[src/rtl/nonpu_pkg.sv]
// Shared constants for the spike raster: display modes, pixel limits and the
// default grey bias.
package nonpu_pkg;

    typedef enum logic {
        MODE_GREY  = 1'b0,
        MODE_SPIKE = 1'b1
    } mode_e;

    localparam logic [7:0] PIX_MAX      = 8'd255;
    localparam logic [7:0] PIX_MIN      = 8'd0;
    localparam logic [7:0] DEFAULT_BIAS = 8'd128;

endpackage

[src/rtl/spike_raster_fifo.sv]
// Synchronous FIFO with a registered head entry; the head is refilled from the
// ring one edge after an entry lands there.
module spike_raster_fifo #(
    parameter int DATA_W = 18,
    parameter int DEPTH  = 8
) (
    input  logic              clk,
    input  logic              rst,
    input  logic              push,
    input  logic [DATA_W-1:0] din,
    input  logic              pop,
    output logic              head_valid,
    output logic [DATA_W-1:0] head,
    output logic              full,
    output logic              empty
);

    localparam int PTR_W = $clog2(DEPTH);

    logic [DATA_W-1:0] mem [DEPTH];
    logic [PTR_W-1:0]  wr_ptr;
    logic [PTR_W-1:0]  rd_ptr;
    logic [PTR_W:0]    mem_cnt;
    logic              load;

    // Head and ring together never exceed DEPTH entries.
    assign load  = (mem_cnt != '0) && (!head_valid || pop);
    assign full  = (mem_cnt + {{PTR_W{1'b0}}, head_valid}) == (PTR_W+1)'(DEPTH);
    assign empty = !head_valid && (mem_cnt == '0);

    always_ff @(posedge clk) begin
        if (rst) begin
            wr_ptr     <= '0;
            rd_ptr     <= '0;
            mem_cnt    <= '0;
            head_valid <= 1'b0;
            head       <= '0;
        end else begin
            if (push) wr_ptr <= wr_ptr + PTR_W'(1);
            if (load) rd_ptr <= rd_ptr + PTR_W'(1);
            case ({push, load})
                2'b10:   mem_cnt <= mem_cnt + (PTR_W+1)'(1);
                2'b01:   mem_cnt <= mem_cnt - (PTR_W+1)'(1);
                default: mem_cnt <= mem_cnt;
            endcase
            if (load) begin
                head_valid <= 1'b1;
                head       <= mem[rd_ptr];
            end else if (pop) begin
                head_valid <= 1'b0;
            end
        end
    end

    always_ff @(posedge clk) begin
        if (push) mem[wr_ptr] <= din;
    end

endmodule

[src/rtl/spike_raster.sv]
// Multi-channel neuron event rasteriser: per-channel holding registers, a
// round-robin arbiter, voltage-to-grey conversion and an output FIFO toward a
// framebuffer. Optional event counters are built with SPIKE_RASTER_STATS_EN.
module spike_raster
    import nonpu_pkg::*;
#(
    parameter int WIDTH             = 32,
    parameter int FRAC              = 16,
    parameter int NEURON_ADDR_WIDTH = 8,
    parameter int NUM_CH            = 4,
    parameter int FIFO_DEPTH        = 8
) (
    input  logic                                      clk,
    input  logic                                      rst,
    input  logic [NUM_CH-1:0]                         in_valid,
    output logic [NUM_CH-1:0]                         in_ready,
    input  logic [NUM_CH-1:0]                         in_spike,
    input  logic [NUM_CH*NEURON_ADDR_WIDTH-1:0]       in_idx,
    input  logic [NUM_CH*WIDTH-1:0]                   in_v,
    input  logic [4:0]                                cfg_shift,
    input  logic [7:0]                                cfg_bias,
    input  logic                                      cfg_mode,
    output logic                                      fb_we,
    input  logic                                      fb_ready,
    output logic [$clog2(NUM_CH)+NEURON_ADDR_WIDTH-1:0] fb_addr,
    output logic [7:0]                                fb_data,
    output logic                                      busy
`ifdef SPIKE_RASTER_STATS_EN
    ,
    input  logic                                      stat_clear,
    output logic [31:0]                               stat_spikes,
    output logic [31:0]                               stat_discards
`endif
);

    localparam int CH_W    = $clog2(NUM_CH);
    localparam int NAW     = NEURON_ADDR_WIDTH;
    localparam int ADDR_W  = CH_W + NAW;
    localparam int ENTRY_W = 8 + ADDR_W;

    if (NUM_CH < 2 || (NUM_CH & (NUM_CH - 1)) != 0) begin : g_chk_ch
        $error("NUM_CH must be a power of two, at least 2");
    end
    if (FIFO_DEPTH < 2 || (FIFO_DEPTH & (FIFO_DEPTH - 1)) != 0) begin : g_chk_depth
        $error("FIFO_DEPTH must be a power of two, at least 2");
    end
    if (WIDTH <= 8 || FRAC < 0 || FRAC >= WIDTH) begin : g_chk_width
        $error("WIDTH must exceed 8 and FRAC must lie within WIDTH");
    end

    // Full-width signed result in, pixel out; clamps before any truncation.
    function automatic logic [7:0] sat_pixel(input logic signed [WIDTH:0] g);
        if (g[WIDTH]) return PIX_MIN;
        if (|g[WIDTH-1:8]) return PIX_MAX;
        return g[7:0];
    endfunction

    // Stage p0: per-channel holding registers.
    logic [NUM_CH-1:0]      vld_p0;
    logic [NUM_CH-1:0]      spike_p0;
    logic [NAW-1:0]         idx_p0 [NUM_CH];
    logic signed [WIDTH-1:0] v_p0  [NUM_CH];

    logic [CH_W-1:0]        rr_ptr;
    logic [CH_W-1:0]        sel;
    logic [CH_W-1:0]        cand;
    logic                   found;
    logic                   fifo_full;
    logic                   fifo_empty;
    logic                   pop;
    logic                   grant_any;
    logic [NUM_CH-1:0]      grant;
    logic                   push;
    logic                   discard;
    logic signed [WIDTH-1:0] shifted;
    logic signed [WIDTH:0]  grey;
    logic [7:0]             pixel;
    logic [ENTRY_W-1:0]     entry;
    logic [ENTRY_W-1:0]     head;
    logic [NUM_CH-1:0]      accept;

    assign pop      = fb_we && fb_ready;
    assign in_ready = rst ? '0 : (~vld_p0 | grant);
    assign accept   = in_valid & in_ready;

    // Descending scan so the occupied channel nearest the pointer wins.
    always_comb begin
        sel   = rr_ptr;
        cand  = rr_ptr;
        found = 1'b0;
        for (int i = NUM_CH - 1; i >= 0; i--) begin
            cand = rr_ptr + CH_W'(i);
            if (vld_p0[cand]) begin
                sel   = cand;
                found = 1'b1;
            end
        end
    end

    always_comb begin
        grant_any  = found && (!fifo_full || pop) && !rst;
        grant      = '0;
        grant[sel] = grant_any;
        shifted    = v_p0[sel] >>> cfg_shift;
        grey       = {shifted[WIDTH-1], shifted} + $signed({{(WIDTH-7){1'b0}}, cfg_bias});
        pixel      = spike_p0[sel] ? PIX_MAX : sat_pixel(grey);
        push       = grant_any && (spike_p0[sel] || mode_e'(cfg_mode) == MODE_GREY);
        discard    = grant_any && !spike_p0[sel] && mode_e'(cfg_mode) == MODE_SPIKE;
        entry      = {pixel, sel, idx_p0[sel]};
    end

    always_ff @(posedge clk) begin
        if (rst) begin
            vld_p0 <= '0;
            rr_ptr <= '0;
        end else begin
            for (int c = 0; c < NUM_CH; c++) begin
                if (accept[c]) vld_p0[c] <= 1'b1;
                else if (grant[c]) vld_p0[c] <= 1'b0;
            end
            if (grant_any) rr_ptr <= sel + CH_W'(1);
        end
    end

    always_ff @(posedge clk) begin
        for (int c = 0; c < NUM_CH; c++) begin
            if (accept[c]) begin
                spike_p0[c] <= in_spike[c];
                idx_p0[c]   <= in_idx[c*NAW +: NAW];
                v_p0[c]     <= in_v[c*WIDTH +: WIDTH];
            end
        end
    end

    // Stage p1: FIFO toward the framebuffer.
    spike_raster_fifo #(
        .DATA_W(ENTRY_W),
        .DEPTH (FIFO_DEPTH)
    ) u_fifo (
        .clk       (clk),
        .rst       (rst),
        .push      (push),
        .din       (entry),
        .pop       (pop),
        .head_valid(fb_we),
        .head      (head),
        .full      (fifo_full),
        .empty     (fifo_empty)
    );

    assign fb_addr = head[ADDR_W-1:0];
    assign fb_data = head[ENTRY_W-1:ADDR_W];
    assign busy    = (|vld_p0) || !fifo_empty;

`ifdef SPIKE_RASTER_STATS_EN
    always_ff @(posedge clk) begin
        if (rst || stat_clear) begin
            stat_spikes   <= '0;
            stat_discards <= '0;
        end else begin
            if (push && spike_p0[sel] && !(&stat_spikes)) stat_spikes <= stat_spikes + 32'd1;
            if (discard && !(&stat_discards)) stat_discards <= stat_discards + 32'd1;
        end
    end
`endif

endmodule

[config.mk]
export PLATFORM = sky130hd
export DESIGN_NAME = spike_raster
export DESIGN_NICKNAME = d
export VERILOG_FILES = /design/src/rtl/nonpu_pkg.sv /design/src/rtl/spike_raster_fifo.sv /design/src/rtl/spike_raster.sv
export SDC_FILE = /design/constraint.sdc
export NUM_CORES = 1
export LEC_CHECK = 0
export BUFFER_PORTS_ARGS = -buffer_cell sky130_fd_sc_hd__buf_2
export CAP_MARGIN = 5
export CORE_MARGIN = 3
export CORE_UTILIZATION = 30
export DETAILED_ROUTE_END_ITERATION = 6
export PLACE_DENSITY = 0.44
export SLEW_MARGIN = 20
export SYNTH_ARGS = -nofsm -noshare
export SYNTH_HDL_FRONTEND = slang
export SYNTH_SLANG_ARGS = --single-unit
[constraint.sdc]
create_clock -name clk -period 18.4 [get_ports clk]
set_input_delay 0.92 -clock clk [delete_from_list [all_inputs] [get_ports clk]]
set_output_delay 0.92 -clock clk [all_outputs]
set_load 0.02 [all_outputs]
### Word-level counts from Yosys, hierarchy flattened

Memories as Yosys holds them, arrays and structs flattened. A register that Yosys moved wholly into a read port is not among the register bits.
Index checks and enable logic that the tools add are counted.

* register bits: 21
* bits in latches: 0
* RAM bits: 304
* memory bits (read-only): 0
* memories: 3

* $add $sub $neg: 10
* multiply operators: 0
* divide/modulo/power cells: 0
* magnitude comparators: 6
* equal/unequal tests: 3
* shift-type cells: 1
* mux-type cells: 50
* bitwise gates (word level): 5
* reduce and logical (&&, ||, !) cells: 25

Memories
* u_fifo.mem: words 8, width 18, read ports 1, clocked after memory_dff 1, wr ports 1, line spike_raster_fifo.sv:20 `logic [DATA_W-1:0] mem [DEPTH];`
* v_p0: words 4, width 32, read ports 1, clocked after memory_dff 0, wr ports 4, line spike_raster.sv:62 `logic signed [WIDTH-1:0] v_p0 [NUM_CH];`
* idx_p0: words 4, width 8, read ports 1, clocked after memory_dff 0, wr ports 4, line spike_raster.sv:61 `logic [NAW-1:0] idx_p0 [NUM_CH];`

Operators by type and width (count)
* 8-bit 2-to-1 mux: 5
* 32-bit by 9-bit adder with 33-bit output: 1
* 1-bit 2-to-1 mux: 33
* 32-bit by 5-bit >>> shifter with 32-bit output: 1
* 24-bit OR reduction: 1
* 2-bit by 3-bit less-than comparator with 1-bit output (second input constant): 5
* 2-bit nonzero test: 6
* 1-bit binary-select mux with 2-bit select: 5
* 4-bit bitwise AND: 2
* 2-bit 2-to-1 mux: 4
* 4-bit one-hot mux with 2 select lines: 1
* 1-bit logical AND: 7
* 3-bit by 1-bit adder with 3-bit output (second input constant): 2
* 2-bit by 1-bit adder with 2-bit output (second input constant): 2
* 2-bit adder (second input constant): 2
* 4-bit by 1-bit adder with 4-bit output: 1
* 4-bit by 1-bit adder with 4-bit output (second input constant): 1
* 4-bit == test (second input constant): 1
* 1-bit zero test: 4
* 4-bit zero test: 1
* 1-bit logical OR: 4
* 4-bit 2-to-1 mux: 1
* 4-bit inverter: 1
* 4-bit bitwise OR: 1
* 8 further kinds: 8

### Longest topological paths before layout

* word-level depth: 17
* mapped depth: 34
* mapped depth without buffers: 31

### Modules after synthesis

Synthesis repeated with hierarchy kept, for this count alone.

* cells, all modules: 1385
* area, all modules: 17013.8 µm²

By module, submodules not included
* spike_raster: times used 1, cells each 1033, area each 10366.2 µm²
* spike_raster_fifo: times used 1, cells each 352, area each 6647.6 µm²

### Worst setup path after synthesis

No wires, ideal clock.

* kind: register -> register
* start: register vld_p0[3]
* end: memory u_fifo.mem[0][10] (data pin)
* setup time: 0.333 ns
* arrival: 6.159 ns
* data required time: 18.067 ns
* slack: 11.907 ns
* cell stages (with the launch flop): 34
* period minus slack after synthesis: 6.493 ns
* path through: dfxtp_1 buf_4 and3b_1 or4_1 buf_2 nand2_2 buf_2 buf_1 nand2_1 and3_1 a311oi_1 a311oi_1 a211oi_1 a211oi_1 a21oi_1 nand2_1 o31ai_1 ha_1 inv_1 fa_1 nor2b_1 o21ai_0 a21boi_0 o21ai_0 a21boi_0 o21ai_0 nor2b_1 a31oi_1 nand4_1 nor3_2 nand4b_1 xor2_1 a2111oi_4 a41oi_1

* longest elaborated chain between the ends: 15
* elaborated cells between the ends (all ways): 25
* classes of those cells: add/sub (1); shift (1); mux (21); reduce/logical (1); memory (1)

Ends and longest elaborated chain
* start: declaration: line spike_raster.sv:59 `logic [NUM_CH-1:0] vld_p0;`
* start signal: assignment: line spike_raster.sv:114 `vld_p0 <= '0;`
* start signal: indexed assignment: line spike_raster.sv:118 `if (accept[c]) vld_p0[c] <= 1'b1;`
* start signal: indexed assignment: line spike_raster.sv:119 `else if (grant[c]) vld_p0[c] <= 1'b0;`
* 1-bit binary-select mux with 2-bit select: line spike_raster.sv:93 `if (vld_p0[cand]) begin`
* 1-bit 2-to-1 mux (not written as such): line spike_raster.sv:93
* 2-bit 2-to-1 mux (3 in a row): line spike_raster.sv:93
* 2-bit 2-to-1 mux (*): line spike_raster.sv:93
* memory 4 x 32 bit
* 32-bit by 5-bit >>> shifter with 32-bit output: line spike_raster.sv:104 `shifted = v_p0[sel] >>> cfg_shift;`
* 32-bit by 9-bit adder with 33-bit output: line spike_raster.sv:105 `grey = {shifted[WIDTH-1], shifted} + $signed({{(WIDTH-7){1'b0}}, cfg_bias});`
* 24-bit OR reduction: line spike_raster.sv:54 `if (|g[WIDTH-1:8]) return PIX_MAX;`
* 1-bit 2-to-1 mux (2 in a row): line spike_raster.sv:54
* 8-bit 2-to-1 mux: line spike_raster.sv:55 `return g[7:0];`
* 8-bit 2-to-1 mux: line spike_raster.sv:54
* 8-bit 2-to-1 mux (*): line spike_raster.sv:106 `pixel = spike_p0[sel] ? PIX_MAX : sat_pixel(grey);`
* named net entry[10]: line spike_raster.sv:78 `logic [ENTRY_W-1:0] entry;`
* end: declaration: line spike_raster_fifo.sv:20

Mark *: on every way through the listed nets, which the timed path passes. The rest lies on a longest branch. The select of a mux whose other input is x is not followed.

### Final worst setup path

* start: register rr_ptr[1]
* end: memory u_fifo.mem[2][13] (data pin)

* longest elaborated chain between the ends: 16
* elaborated cells between the ends (all ways): 28
* classes of those cells: add/sub (4); shift (1); mux (21); reduce/logical (1); memory (1)

Ends and longest elaborated chain
* start: declaration: line spike_raster.sv:64 `logic [CH_W-1:0] rr_ptr;`
* start signal: assignment: line spike_raster.sv:121 `if (grant_any) rr_ptr <= sel + CH_W'(1);`
* 2-bit adder: line spike_raster.sv:92 `cand = rr_ptr + CH_W'(i);`
* 1-bit binary-select mux with 2-bit select: line spike_raster.sv:93
* 1-bit 2-to-1 mux (not written as such): line spike_raster.sv:93
* 2-bit 2-to-1 mux (3 in a row): line spike_raster.sv:93
* 2-bit 2-to-1 mux (*): line spike_raster.sv:93
* memory 4 x 32 bit
* 32-bit by 5-bit >>> shifter with 32-bit output: line spike_raster.sv:104
* 32-bit by 9-bit adder with 33-bit output: line spike_raster.sv:105
* 24-bit OR reduction: line spike_raster.sv:54
* 1-bit 2-to-1 mux (2 in a row): line spike_raster.sv:54
* 8-bit 2-to-1 mux: line spike_raster.sv:55
* 8-bit 2-to-1 mux: line spike_raster.sv:54
* 8-bit 2-to-1 mux (*): line spike_raster.sv:106
* named net entry[13]: line spike_raster.sv:78

Marks and branches as above.

==> run metrics <==
outcome finished clean; Seq cells post-synth 343; relative slew slack approximately a quarter; CP max-delay cell inv_2; CTS clock-pin slew for the worst setup and hold paths approximately 0.060 ns; worst r2r src rr_ptr[1]; initial antenna violation count 2; CTS tree built; Worst setup EP type register; Worst Setup Slack, final 9.625 ns; dpl cells 2343; H-tree depth 2; Die ar. around 60000 sq um; Worst R2R Path Depth 31; Worst VDD drop around 0.07 mV; Post-CTS Resized 0; GRT Resource Usage Total a little under a fifth; synth warn 0; Critical R2R Capture u_fifo.mem[2][13]; Remaining DRCs 0; Post-CTS Hold Fix Bufs 0; Setup WS pre-CTS just under 10 ns; Crit path largest cell delay between 0.8 and 0.9 ns; Core Area about 56000 sq um; Non-Filler Instances approximately 2400; Final min period 8.775 ns; Synth Flop Type edfxtp_1; Post-CTS Setup Repair Bufs 0; DR vias/cell 5.307; Clock Sinks ~340; largest net degree at the start of global routing 49; most frequent cells in the layout edfxtp_1, buf_2, nand3_1, nand2_1, nor2_1; Via Count ~13000; number of global-route vias before repair 12979; Final Max Tran Viols 0; DR pass1 iterations 7; register area share after synthesis slightly below 60%; fmax about 0.11 GHz; Worst Max-Slew Pin Slew approximately 1.1 ns; Async SR Flop Fraction 0%; die span in y approximately 240 um; row count 86; Starting DRT DRC Count just under 1000; WP data arrival 8.96 ns; total gr overflow 0; critical path type register to register; max-cap viol count 0; DR WL/cell ~23 um; post-synth cell types 83; commonest non-fill, non-tap cell in the layout edfxtp_1; Top Ports 209; Antenna Nets Post-Route 0; fin crit share a little under half; Synth Instances ~1400; Final setup violation count 0; Leak between 0.007 and 0.008 uW; Critical Path Fanout Max 48; CP startpoint kind register; hold path cells 2; hpwl dp ~39000 um; die width 244.5 um; CTS Root Cell clkbuf_16; Fill cells ~5600; Routed WL 55010 um; Final Util approximately 36%; Syn Area/Cell around 12 sq um; Min-Delay Path Class register to register; Hold Slack 0.4949 ns; RSZ-0062 raised after global routing false; synthesis-to-layout area growth 18.93%; EDFF count, synth a little over 300; final RePlAce weighted congestion between 0.9 and 1; Nets about 1800; share of layout cells above drive strength 1 roughly a quarter; R2R Setup Slk about 9.6 ns; clk_lat worst skew between 0.5 and 0.6 ns; Crit path required time between 15 and 20 ns; clock buffer depth 3; syn nets about 1700; Starting Density a little under a third; first-pass GRT wire length 82560 um; Synth Cell Area between 15000 and 20000 sq um; Fin Setup TNS 0 ns; Final Skew roughly 0.035 ns; total CTS buffers 39; cell area power density 143.9 nW/um^2; Hold Path Origin u_fifo.head[10]; final hold vios 0; I/O Buffers about 210; Hold Path Sink u_fifo.head[10]
[critical path, delay by kind of cell (launching register included)]
family          cells  cell delay, ns
simple gates       11            2.68
fa+ha+maj           2            0.62
buf+inv             3            1.32
flops               1            0.51
compound gates     15            3.24
[worst max path at each step]
stage	endpoint	cells after the start	slack, ns	startpoint
after global placement	u_fifo.mem[4][11]	23	9.72	cfg_shift[1]
final	u_fifo.mem[2][13]	31	9.63	rr_ptr[1]
after floorplan	u_fifo.mem[0][10]	33	11.91	vld_p0[3]
after global routing	u_fifo.mem[5][11]	31	8.70	rr_ptr[1]
after detailed placement	u_fifo.mem[5][13]	31	9.72	rr_ptr[1]
after CTS	u_fifo.mem[2][13]	31	9.64	rr_ptr[1]
[registers in the layout, indices dropped and copies added (netlist names)]
register           flops
u_fifo.head_valid      1
u_fifo.mem_cnt         4
vld_p0                 4
u_fifo.mem           144
u_fifo.wr_ptr          3
spike_p0               4
idx_p0                32
v_p0                 128
u_fifo.rd_ptr          3
rr_ptr                 2
u_fifo.head           18
[logic make-up (layout without fill, tap and decap cells)]
group | count (synthesis) | in the layout | synth area share, %
and+or+nand+nor | 561 | 561 | 16.47
DFF | 343 | 343 | 58.29
AOI/OAI and AO/OA | 302 | 302 | 11.88
buffers and inverters | 120 | 339 | 2.874
muxes | 83 | 83 | 8.137
adders and majority gates | 21 | 21 | 1.627
xor gates and xnor gates | 14 | 14 | 0.7184
other | 0 | 1 | 0
[power breakdown]
group	total [uW]	internal (uW)	switching, uW
combinational	1090	373	718
clock	797	470	327
sequential	1030	980	52.5
[layer usage]
| layer | GRT usage (%) | part of all wire [%] |
|---|---|---|
| met1 | 24.00 | 44 |
| met5 | 0 | 0.029 |
| met4 | 5.210 | 2.5 |
| met3 | 2.697 | 4.9 |
| met2 | 30.93 | 49 |
[synth_stat cells (all sizes together) (6+ instances only)]
| cell type | count | share of area (%) |
|---|---|---|
| o21ai | 83 | 2.5 |
| mux2 | 6 | 0.40 |
| nand3 | 158 | 4.8 |
| edfxtp | 308 | 54 |
| clkbuf | 56 | 1.2 |
| and3 | 17 | 0.62 |
| a21oi | 57 | 1.7 |
| nor4 | 22 | 1.1 |
| a41oi | 11 | 0.56 |
| o211ai | 7 | 0.31 |
| inv | 36 | 0.79 |
| nor3b | 8 | 0.35 |
| o31ai | 8 | 0.35 |
| ha | 19 | 1.4 |
| mux4 | 44 | 5.8 |
| xnor2 | 9 | 0.46 |
| nand2 | 155 | 3.4 |
| o22ai | 13 | 0.51 |
| and2 | 15 | 0.55 |
| nand4 | 20 | 0.73 |
| a211oi | 36 | 1.7 |
| mux2i | 33 | 1.9 |
| a31oi | 24 | 0.88 |
| dfxtp | 35 | 4.1 |
| and4 | 6 | 0.31 |
| nor2b | 13 | 0.48 |
| nor2 | 98 | 2.2 |
| nor3 | 22 | 0.79 |
| buf | 28 | 0.84 |
[final cells by class]
class / instances / area, sq um / share of cell area (%)
Timing Repair Buffer: 235 / 1241 / 6.115
Antenna cell: 1 / 2.502 / 0.01233
Inverter: 36 / 135.1 / 0.6657
Tap cell: 748 / 935.9 / 4.611
Multi-Input combinational cell: 981 / 6709 / 33.05
Sequential cell: 343 / 9955 / 49.04
Clock inverter: 22 / 307.8 / 1.516
Clock buffer: 46 / 1012 / 4.987
[stage by stage]
stage / cell area [sq um] / power [uW]
finish: 20300 / 2921
global route: 20300 / 3095
CTS: 20300 / 2950
detailed placement: 18980 / 2143
global placement: 18960 / 2140
floorplan: 17070 / 1793
Note: power is estimated with default switching activity, not from simulation.
